`src/rtl/dcache_ctrl.sv`:
```
// dcache_ctrl: direct-mapped write-back data cache controller.
//
// Drives one tag SRAM ({dirty, valid, tag} per line) and one 128-bit line
// data SRAM. Both SRAMs use active-low CEN/WEN/BWEN and have 1-cycle read latency.
// Sits between a 64-bit CPU load/store port and a 128-bit line memory port.
// After reset it clears every tag entry. It then serves hits, writes back dirty
// victims and refills lines.
//
// Ports:
//   clk, rst               clock, asynchronous active-high reset
//   req_*                  CPU request (valid/ready, wr, addr, wdata, wstrb)
//   resp_valid/resp_rdata  one-cycle response pulse, load data
//   tag_*                  tag SRAM (cen, wen, addr, wdata, rdata)
//   dat_*                  data SRAM (cen, wen, bwen, addr, d, q)
//   mem_req_*/mem_resp_*   line memory port (valid/ready request, response pulse)
module dcache_ctrl #(
  parameter int IDX_W = 7,
  parameter int OFF_W = 4,
  parameter int TAG_W = 32 - IDX_W - OFF_W
) (
  input  logic               clk,
  input  logic               rst,
  input  logic               req_valid,
  output logic               req_ready,
  input  logic               req_wr,
  input  logic [31:0]        req_addr,
  input  logic [63:0]        req_wdata,
  input  logic [7:0]         req_wstrb,
  output logic               resp_valid,
  output logic [63:0]        resp_rdata,
  output logic               tag_cen,
  output logic               tag_wen,
  output logic [IDX_W-1:0]   tag_addr,
  output logic [TAG_W+1:0]   tag_wdata,
  input  logic [TAG_W+1:0]   tag_rdata,
  output logic               dat_cen,
  output logic               dat_wen,
  output logic [127:0]       dat_bwen,
  output logic [IDX_W-1:0]   dat_addr,
  output logic [127:0]       dat_d,
  input  logic [127:0]       dat_q,
  output logic               mem_req_valid,
  input  logic               mem_req_ready,
  output logic               mem_req_wr,
  output logic [31:0]        mem_req_addr,
  output logic [127:0]       mem_req_wdata,
  input  logic               mem_resp_valid,
  input  logic [127:0]       mem_resp_rdata
);

  typedef enum logic [3:0] {
    INIT, IDLE, LOOKUP, HIT_WR, WB_REQ, WB_WAIT, RF_REQ, RF_WAIT, RF_WR, RESP
  } state_t;

  state_t             state;
  logic [IDX_W-1:0]   cnt;
  logic [TAG_W-1:0]   r_tag;
  logic [IDX_W-1:0]   r_idx;
  logic               r_half;
  logic               r_wr;
  logic [63:0]        r_wdata;
  logic [7:0]         r_wstrb;
  logic [127:0]       line;

  logic [IDX_W-1:0]   req_idx;
  logic               lk_hit;
  logic               lk_dirty;
  logic [63:0]        lo_mask;
  logic [127:0]       bit_mask;
  logic [127:0]       merged;
  logic [31:0]        line_addr;
  logic               unused_ok;

  // Byte offset bits below the 64-bit half select carry no information here.
  assign unused_ok = ^req_addr[2:0];

  assign req_idx   = req_addr[OFF_W +: IDX_W];
  assign line_addr = {r_tag, r_idx, {OFF_W{1'b0}}};

  // Tag entry layout: [TAG_W+1] dirty, [TAG_W] valid, [TAG_W-1:0] tag.
  assign lk_hit   = tag_rdata[TAG_W] && (tag_rdata[TAG_W-1:0] == r_tag);
  assign lk_dirty = tag_rdata[TAG_W+1] && tag_rdata[TAG_W];

  // Per-bit mask of the strobed bytes, placed in the selected 64-bit half.
  always_comb begin
    lo_mask = '0;
    for (int i = 0; i < 8; i++) lo_mask[i*8 +: 8] = {8{r_wstrb[i]}};
  end
  assign bit_mask = r_half ? {lo_mask, 64'd0} : {64'd0, lo_mask};

  // Refill line with the pending store merged in (a load writes it unchanged).
  assign merged = r_wr ? ((line & ~bit_mask) | ({r_wdata, r_wdata} & bit_mask)) : line;

  // SRAM strobes are decoded from the state. The lookup read must be issued
  // in the acceptance cycle so the data is valid in LOOKUP. Reset forces
  // every strobe inactive even though the state already reads INIT.
  always_comb begin
    tag_cen   = 1'b1;
    tag_wen   = 1'b1;
    tag_addr  = r_idx;
    tag_wdata = '0;
    dat_cen   = 1'b1;
    dat_wen   = 1'b1;
    dat_bwen  = '1;
    dat_addr  = r_idx;
    dat_d     = '0;
    if (!rst) begin
      case (state)
        INIT: begin
          tag_cen  = 1'b0;
          tag_wen  = 1'b0;
          tag_addr = cnt;
        end
        IDLE: if (req_valid) begin
          tag_cen  = 1'b0;
          dat_cen  = 1'b0;
          tag_addr = req_idx;
          dat_addr = req_idx;
        end
        HIT_WR: begin
          dat_cen   = 1'b0;
          dat_wen   = 1'b0;
          dat_bwen  = ~bit_mask;
          dat_d     = {r_wdata, r_wdata};
          tag_cen   = 1'b0;
          tag_wen   = 1'b0;
          tag_wdata = {1'b1, 1'b1, r_tag};
        end
        RF_WR: begin
          dat_cen   = 1'b0;
          dat_wen   = 1'b0;
          dat_bwen  = '0;
          dat_d     = merged;
          tag_cen   = 1'b0;
          tag_wen   = 1'b0;
          tag_wdata = {r_wr, 1'b1, r_tag};
        end
        default: ;
      endcase
    end
  end

  always_ff @(posedge clk or posedge rst) begin
    if (rst) begin
      state         <= INIT;
      cnt           <= '0;
      r_tag         <= '0;
      r_idx         <= '0;
      r_half        <= 1'b0;
      r_wr          <= 1'b0;
      r_wdata       <= '0;
      r_wstrb       <= '0;
      line          <= '0;
      req_ready     <= 1'b0;
      resp_valid    <= 1'b0;
      resp_rdata    <= '0;
      mem_req_valid <= 1'b0;
      mem_req_wr    <= 1'b0;
      mem_req_addr  <= '0;
      mem_req_wdata <= '0;
    end else begin
      resp_valid <= 1'b0;
      case (state)
        INIT: begin
          cnt <= cnt + 1'b1;
          if (cnt == {IDX_W{1'b1}}) begin
            req_ready <= 1'b1;
            state     <= IDLE;
          end
        end
        IDLE: if (req_valid) begin
          r_tag     <= req_addr[31 -: TAG_W];
          r_idx     <= req_idx;
          r_half    <= req_addr[3];
          r_wr      <= req_wr;
          r_wdata   <= req_wdata;
          r_wstrb   <= req_wstrb;
          req_ready <= 1'b0;
          state     <= LOOKUP;
        end
        LOOKUP: begin
          if (lk_hit) begin
            if (r_wr) begin
              state <= HIT_WR;
            end else begin
              resp_rdata <= r_half ? dat_q[127:64] : dat_q[63:0];
              resp_valid <= 1'b1;
              state      <= RESP;
            end
          end else if (lk_dirty) begin
            // The request registers double as the victim line latch.
            mem_req_valid <= 1'b1;
            mem_req_wr    <= 1'b1;
            mem_req_addr  <= {tag_rdata[TAG_W-1:0], r_idx, {OFF_W{1'b0}}};
            mem_req_wdata <= dat_q;
            state         <= WB_REQ;
          end else begin
            mem_req_valid <= 1'b1;
            mem_req_wr    <= 1'b0;
            mem_req_addr  <= line_addr;
            state         <= RF_REQ;
          end
        end
        HIT_WR: begin
          resp_valid <= 1'b1;
          state      <= RESP;
        end
        WB_REQ: if (mem_req_ready) begin
          mem_req_valid <= 1'b0;
          state         <= WB_WAIT;
        end
        // The refill is only requested once the writeback is acknowledged.
        WB_WAIT: if (mem_resp_valid) begin
          mem_req_valid <= 1'b1;
          mem_req_wr    <= 1'b0;
          mem_req_addr  <= line_addr;
          state         <= RF_REQ;
        end
        RF_REQ: if (mem_req_ready) begin
          mem_req_valid <= 1'b0;
          state         <= RF_WAIT;
        end
        RF_WAIT: if (mem_resp_valid) begin
          line  <= mem_resp_rdata;
          state <= RF_WR;
        end
        RF_WR: begin
          if (!r_wr) resp_rdata <= r_half ? line[127:64] : line[63:0];
          resp_valid <= 1'b1;
          state      <= RESP;
        end
        RESP: begin
          req_ready <= 1'b1;
          state     <= IDLE;
        end
        default: state <= INIT;
      endcase
    end
  end

endmodule

```
`config.mk`:
```
export PLATFORM = sky130hd
export DESIGN_NAME = dcache_ctrl
export DESIGN_NICKNAME = d
export VERILOG_FILES = /design/src/rtl/dcache_ctrl.sv
export SDC_FILE = /design/constraint.sdc
export NUM_CORES = 1
export LEC_CHECK = 0
export ABC_AREA = 1
export BUFFER_PORTS_ARGS = -buffer_cell sky130_fd_sc_hd__buf_2
export CAP_MARGIN = 20
export CORE_AREA = 4 4 359 361
export CTS_CLUSTER_SIZE = 40
export DETAILED_ROUTE_END_ITERATION = 7
export DIE_AREA = 0 0 363 365
export PLACE_DENSITY = 0.38
export SLEW_MARGIN = 20
export SYNTH_ARGS = -nofsm -noshare
export SYNTH_HDL_FRONTEND = slang
export SYNTH_SLANG_ARGS = --single-unit
```
`constraint.sdc`:
```
create_clock -name clk -period 29.8 [get_ports clk]
set_input_delay 4.47 -clock clk [delete_from_list [all_inputs] [get_ports clk]]
set_output_delay 4.47 -clock clk [all_outputs]
set_load 0.005 [all_outputs]
```
==> results.md, run 1 <==
- Outcome: complete, no violations
- Combinational Power Share: 38.2%
- Clock root cell: clkbuf_16
- Minimum clock period: about 12,000 ps
- Routed wire length: 122 mm
- Clock Latency Late Sink: 630 ps
- Post-CTS Setup Repair Bufs: 0
- DPL Wire Length: 91.0 mm
- Ys Warns: 0
- Worst path max stage delay: 670 ps
- Async SR Flop Fraction: 100%
- Drt first pass iters: 5
- Clock power frac: about 26%
- Die area: 0.132 mm^2
- Hold_buf cts: 0
- Die width: 363 um
- Setup violators final: 0
- Register area share after synthesis: 47.4%
- Max Cap Viol: 0
- Die Y: 365 um
- Crit-path leading delay family: buffers and inverters
- Vias per Instance: around 4.3
- DRT antenna net count: 0
- Clock skew: 39.0 ps
- Port bufs: ~910
- DR WL/cell: 21.9 um
- Nature of the critical path startpoint: input port
- Num Clock Sinks: 465
- Final period utilization: about two fifths
- Initial antenna violation count: 48
- Clock buffer count from CTS: 66
- Worst Path Arrival: ~7300 ps
- Hold WC Path Type: reg -> reg
- Unrepaired setup endpoints after global routing: no
- Critical path, cell by cell: buf_6 > buf_4 > inv_8 > buf_4 > nand2_1 > inv_1 > o21ai_0 > buf_2
- Starting Density: 19.6%
- Buf/Inv on CP: 6
- Final nets: 4,249
- Setup_tns: 0 ps
- CP max FO: 91
- Vias: 23,829
- Placer congestion estimate: slightly above 0.8
- Crit path required time: 25,330 ps
- First-pass GRT wire length: 171 mm
- FMAX: roughly 0.085 GHz
- Peak supply drop: 0.0438 mV
- Post-synth EDFFs: 0
- DRC Markers: 0
- Power Density: 98.7 mW/mm^2
- Sw Pwr: 0.00130 W
- Post-synthesis cell type count: 38
- Rows: 130
- # fillers: 14,146
- Mapped Area: 0.0246 mm^2
- CTS tree: built
- Seq pwr share: 36.0%
- Clk buf depth: 3
- Pin count of the biggest net entering global routing: between 100 and 150
- Ports: slightly above 900
- Dpl cells: 5,441
- Critical setup path kind: in -> out
- Cts repair resizes: 0
- Synth Register Bits: 465
- Final-report hold violation count: 0
- Crit end category: output pin
- Core area: 0.125 mm^2
- P_int: around 0.0019 W
- Syn Inst Count: 3,154
- Syn_area_per_cell: slightly below 8 um^2
- Final Non-Filler Cells: 5,578
- Global route overflow: 0
- CP most frequent cell: buf_4
- Tightest Pin Transition: 1100 ps
- Syn-to-layout area delta: 30.5%
- Pins Over Slew Limit: 0
- Main synth FF type: dfrtp_1
- All-Layer GR Usage: 17.7%
- Static Leak: 16.2 nW
- Vias in the first global route: 23,570
- Share of cells above drive strength 1: between 20% and 30%
- Clk slew on worst S/H paths: 50 ps
- Multi-input combinational cell area: 0.00985 mm^2
- H-tree depth: 3
- Slew headroom: between 20% and 30%
- Initial DRC count: 1,416
- FF+latch area: 0.0116 mm^2
- Critical-path top delay cell: buf_4
- Switching share of power: 41.3%
-- per-stage QoR --
stage               hold slack (ps)  power [W]  util (%)  setup WS [ps]  instance area [um^2]
finish                          478    0.00316      25.5          18020                 32000
global route                    501    0.00341      25.5          17790                 32000
CTS                             480    0.00324      25.5          17930                 32000
detailed placement              465    0.00239      23.7          17930                 29800
global placement                454    0.00238      23.7          17940                 29800
floorplan                       463    0.00177         -           5890                 24600
-- layer usage --
layer  global-route usage, %  up-vias  routed length (um)
li1                        -    11581                   -
met1                    21.1    11338               50300
met2                    30.7      711               59700
met3                    4.85      169                8520
met4                    5.59       30                3500
met5                       0        -                 178
-- cell usage after synthesis, types with 22 or more instances --
| master | number | area [um^2] |
|---|---|---|
| mux2_1 | 48 | 541 |
| a211oi_1 | 25 | 188 |
| mux2_2 | 41 | 462 |
| a21oi_1 | 300 | 1500 |
| o21ai_0 | 374 | 1870 |
| dfrtp_1 | 465 | 11600 |
| buf_2 | 74 | 370 |
| a31oi_1 | 25 | 156 |
| nor2_1 | 142 | 533 |
| o21ai_1 | 143 | 716 |
| inv_1 | 332 | 1250 |
| buf_1 | 22 | 82.6 |
| buf_4 | 124 | 931 |
| o211ai_1 | 39 | 293 |
| nand3_1 | 73 | 365 |
| nand2_1 | 773 | 2900 |
| inv_2 | 25 | 93.8 |
| clkbuf_1 | 87 | 327 |
-- final timing paths --
| check | startpoint | endpoint | slack (ps) | depth (start not counted) |
|---|---|---|---|---|
| worst max register to register | state[0] | resp_rdata[60] | 26150 | 8 |
| worst min register to register | mem_req_wdata[110] | mem_req_wdata[110] | 480 | 2 |
| worst min-delay path | mem_req_wdata[110] | mem_req_wdata[110] | 480 | 2 |
| max in group asynchronous | rst | line[44] | 21690 | 7 |
| min in group asynchronous | rst | resp_rdata[58] | 4720 | 3 |
| worst max-delay path | rst | tag_cen | 18020 | 8 |
-- state kept, by name (all words and copies together) (netlist names), 4 cells and up --
signal and flops:
line 128, cnt 7, resp_rdata 64, mem_req_addr 28
r_wdata 64, r_wstrb 8, r_tag 21, r_idx 7
mem_req_wdata 128, state 4
-- power groups by stage --
stage	combinational [W]	sequential [W]	clock, W
global placement	0.00124	0.00114	0
detailed placement	0.00125	0.00114	0
floorplan	0.000668	0.00111	0
finish	0.00121	0.00114	0.000815
CTS	0.00125	0.00114	0.000848
global route	0.00137	0.00118	0.000868
-- area by class of cell --
| type | instances | share of cell area, % |
|---|---|---|
| Sequential cell | 465 | 36.3 |
| Multi-Input combinational cell | 2018 | 30.7 |
| Timing Repair Buffer | 949 | 15.2 |
| Tap cell | 1650 | 6.44 |
| Clock buffer | 97 | 5.96 |
| Inverter | 359 | 4.25 |
| Clock inverter | 22 | 0.926 |
| Antenna cell | 18 | 0.141 |
-- cell families (layout without fill, tap and decap cells) --
kind of cell / count (synthesis) / count (layout) / share of synthesized area (%)
xor+xnor: 8 / 8 / 0.285
compound gates: 907 / 907 / 19.3
buf+inv: 674 / 1427 / 12.8
fa+ha+maj: 1 / 1 / 0.0510
simple gates: 1009 / 1009 / 16.1
mux: 89 / 89 / 4.08
flops: 465 / 465 / 47.4
other cells: 1 / 22 / 0.0153
-- cells in the final DEF (no fill, tap or decap), types with 39 or more instances in the layout --
master / instances
a21oi_1: 300
mux2_1: 48
buf_2: 905
nor2_1: 139
o21ai_0: 372
buf_4: 42
mux2_2: 41
o211ai_1: 39
nand2_1: 772
o21ai_1: 145
nand3_1: 72
inv_1: 332
clkbuf_16: 67
dfrtp_1: 464
-- tightest hold or removal path, stage by stage, from the launching register on --
cell and delay [ps]:
dfrtp_1 330, nand2_1 50, o21ai_1 60
Note: power is estimated with default switching activity, not from simulation.
==> run 2: changes to the inputs <==
PLACE_DENSITY = 0.39   (was 0.38)
clock period = 10.75 ns   (was 29.8 ns; I/O delays follow)
==> run 2 against run 1 <==
Die area unchanged. Core utilization about the same. Combinational power increased to 2.8 times the previous value. Final area decreased by 0.18%. Critical path type is now reg -> out. Largest power group unchanged.
==> results.md, run 2 (synthesized netlist as in run 1, its figures left out) <==
- Buf/Inv on CP: 3 (-3)
- Clock root cell: clkbuf_16
- Clk slew on worst S/H paths: 60 ps (about the same)
- Commonest cells after routing, fill and taps aside: buf_2, nand2_1, dfrtp_1
- Peak supply drop: 0.123 mV (+180%)
- Ports: 914 (unchanged)
- Hold_buf cts: 0 (unchanged)
- Outcome: complete, no violations
- Drt first pass iters: 5 (unchanged)
- Initial DRC count: 1,318 (-6.9%)
- Placer congestion estimate: 0.810 (-0.57%)
- Clock buffer count from CTS: 61 (-7.6%)
- Minimum clock period: roughly 5300 ps
- Global route overflow: 0 (unchanged)
- Vias in the first global route: 24,128 (+2.4%)
- Setup_tns: 0 ps (unchanged)
- P_int: 0.00509 W (+170%)
- FMAX: 0.189 GHz
- # fillers: 14,166 (+0.14%)
- CTS tree: built
- Post-CTS Setup Repair Bufs: 0 (unchanged)
- Power Density: 272 mW/mm^2 (+180%)
- DPL Wire Length: 90.9 mm (-0.15%)
- Initial antenna violation count: 65 (+35%)
- H-tree depth: 2 (-1)
- Tightest Pin Transition: 1080 ps (-20.6 ps)
- DR WL/cell: 21.9 um (about the same)
- Static Leak: 16.2 nW (-0.25%)
- Unrepaired setup endpoints after global routing: no
- Critical-path top delay cell: buf_4
- Crit-path leading delay family: buffers and inverters
- Die width: 363 um (unchanged)
- All-Layer GR Usage: 17.7% (+0.027 points)
- Crit. Startpoint: state[0]
- Clock power frac: 25.3% (-0.5 points)
- Cts repair resizes: 0 (unchanged)
- Setup violators final: 0 (unchanged)
- DRT antenna net count: 0 (unchanged)
- Critical setup path kind: reg -> out
- Vias per Instance: 4.30 (+0.66%)
- Nature of the critical path startpoint: flop
- Max Cap Viol: 0 (unchanged)
- Core area: 0.125 mm^2 (unchanged)
- Slew headroom: 27.7% (+1.1 points)
- Seq pwr share: 36.1% (about the same)
- Most common cell after layout, fill and taps aside: buf_2
- Worst path max stage delay: 710 ps (+40 ps)
- Final period utilization: 49.3%
- Post-layout util: 25.5% (-0.046 points)
- Syn-to-layout area delta: 30.3%
- Clock Latency Late Sink: 660 ps (+30 ps)
- Die Y: 365 um (unchanged)
- Pin count of the biggest net entering global routing: 133 (+9.0%)
- Final-report hold violation count: 0 (unchanged)
- Routed wire length: 122 mm (about the same)
- Hold WC Path Type: reg -> reg
- Worst Path Arrival: 3690 ps (-3620 ps)
- CP max FO: 65 (-29%)
- Starting Density: 19.6% (unchanged)
- Top Registers: line (128), mem_req_wdata (128)
- Crit end category: output pin
- Critical R2R Launch: state[0]
- HP Start: mem_req_wr
- Share of cells above drive strength 1: 29.1% (+0.049 points)
- Crit path required time: 9140 ps (-16,190 ps)
- Pins Over Slew Limit: 0 (unchanged)
- First-pass GRT wire length: 172 mm (+0.65%)
- Critical path, cell by cell: nor2_1 > nand2_8 > buf_4 > buf_4 > a21oi_1 > o21ai_0 > a21oi_1 > buf_2
- Clock skew: 20.8 ps (-18.2 ps)
- Vias: 23,996 (+0.70%)
- Num Clock Sinks: 465 (unchanged)
- Sw Pwr: 0.00362 W (+180%)
- Die area: 0.132 mm^2 (unchanged)
- Final nets: 4,242 (-0.16%)
- Rows: 130 (unchanged)
- Clk buf depth: 3 (unchanged)
- Port bufs: 906 (unchanged)
- DRC Markers: 0 (unchanged)
- Switching share of power: 41.5% (+0.28 points)
- Combinational Power Share: 38.7% (+0.5 points)
## run 2: per-layer routing
| layer | share of wire, % | track usage, % |
|---|---|---|
| met1 | 40 | 20.8 |
| met2 | 49 | 30.4 |
| met3 | 7.2 | 5.23 |
| met4 | 3.6 | 6.68 |
| met5 | 0.18 | 0 |
## run 2: stage by stage
step	power (W)	cell area [um^2]	instances	hold WS (ps)	setup slack, ps
5_1_grt	0.00942	31900	5567	495	5140
2_1_floorplan	0.00491	24600	3157	463	401
3_3_place_gp	0.00661	29800	5439	454	5140
4_1_cts	0.00890	31900	5550	473	5380
6_report	0.00871	32000	5580	470	5450
3_5_place_dp	0.00663	29800	5439	458	5400
## run 2: layout make-up
| class | instances | area [um^2] | area share, % |
|---|---|---|---|
| sequential | 465 | 11600 | 36.4 |
| tap | 1650 | 2060 | 6.46 |
| timing repair buffer | 947 | 4870 | 15.2 |
| multi-input combinational | 2018 | 9850 | 30.8 |
| clock buffer | 88 | 1810 | 5.66 |
| antenna | 30 | 75.1 | 0.235 |
| inverter | 359 | 1360 | 4.25 |
| clock inverter | 23 | 304 | 0.951 |
## run 2: final timing paths
| path | depth (start not counted) | endpoint | slack (ps) |
|---|---|---|---|
| worst max-delay path | 8 | dat_d[90] | 5450 |
| worst min-delay path | 2 | mem_req_wr | 470 |
| worst max register to register | 8 | resp_rdata[57] | 7190 |
| worst min register to register | 2 | mem_req_wr | 470 |
| max in group asynchronous | 4 | mem_req_wdata[56] | 7270 |
| min in group asynchronous | 2 | r_wstrb[1] | 1360 |
## run 2: power groups by stage
stage,sequential (W),combinational [W],clock [W]
floorplan,0.00306,0.00185,0
global placement,0.00316,0.00344,0
detailed placement,0.00317,0.00346,0
CTS,0.00315,0.00347,0.00227
global route,0.00326,0.00382,0.00234
finish,0.00315,0.00337,0.00220
## run 2: tightest hold or removal path, stage by stage (launching register included)
cell and delay (ps):
dfrtp_1 340, nand2_1 50, nand2_1 40
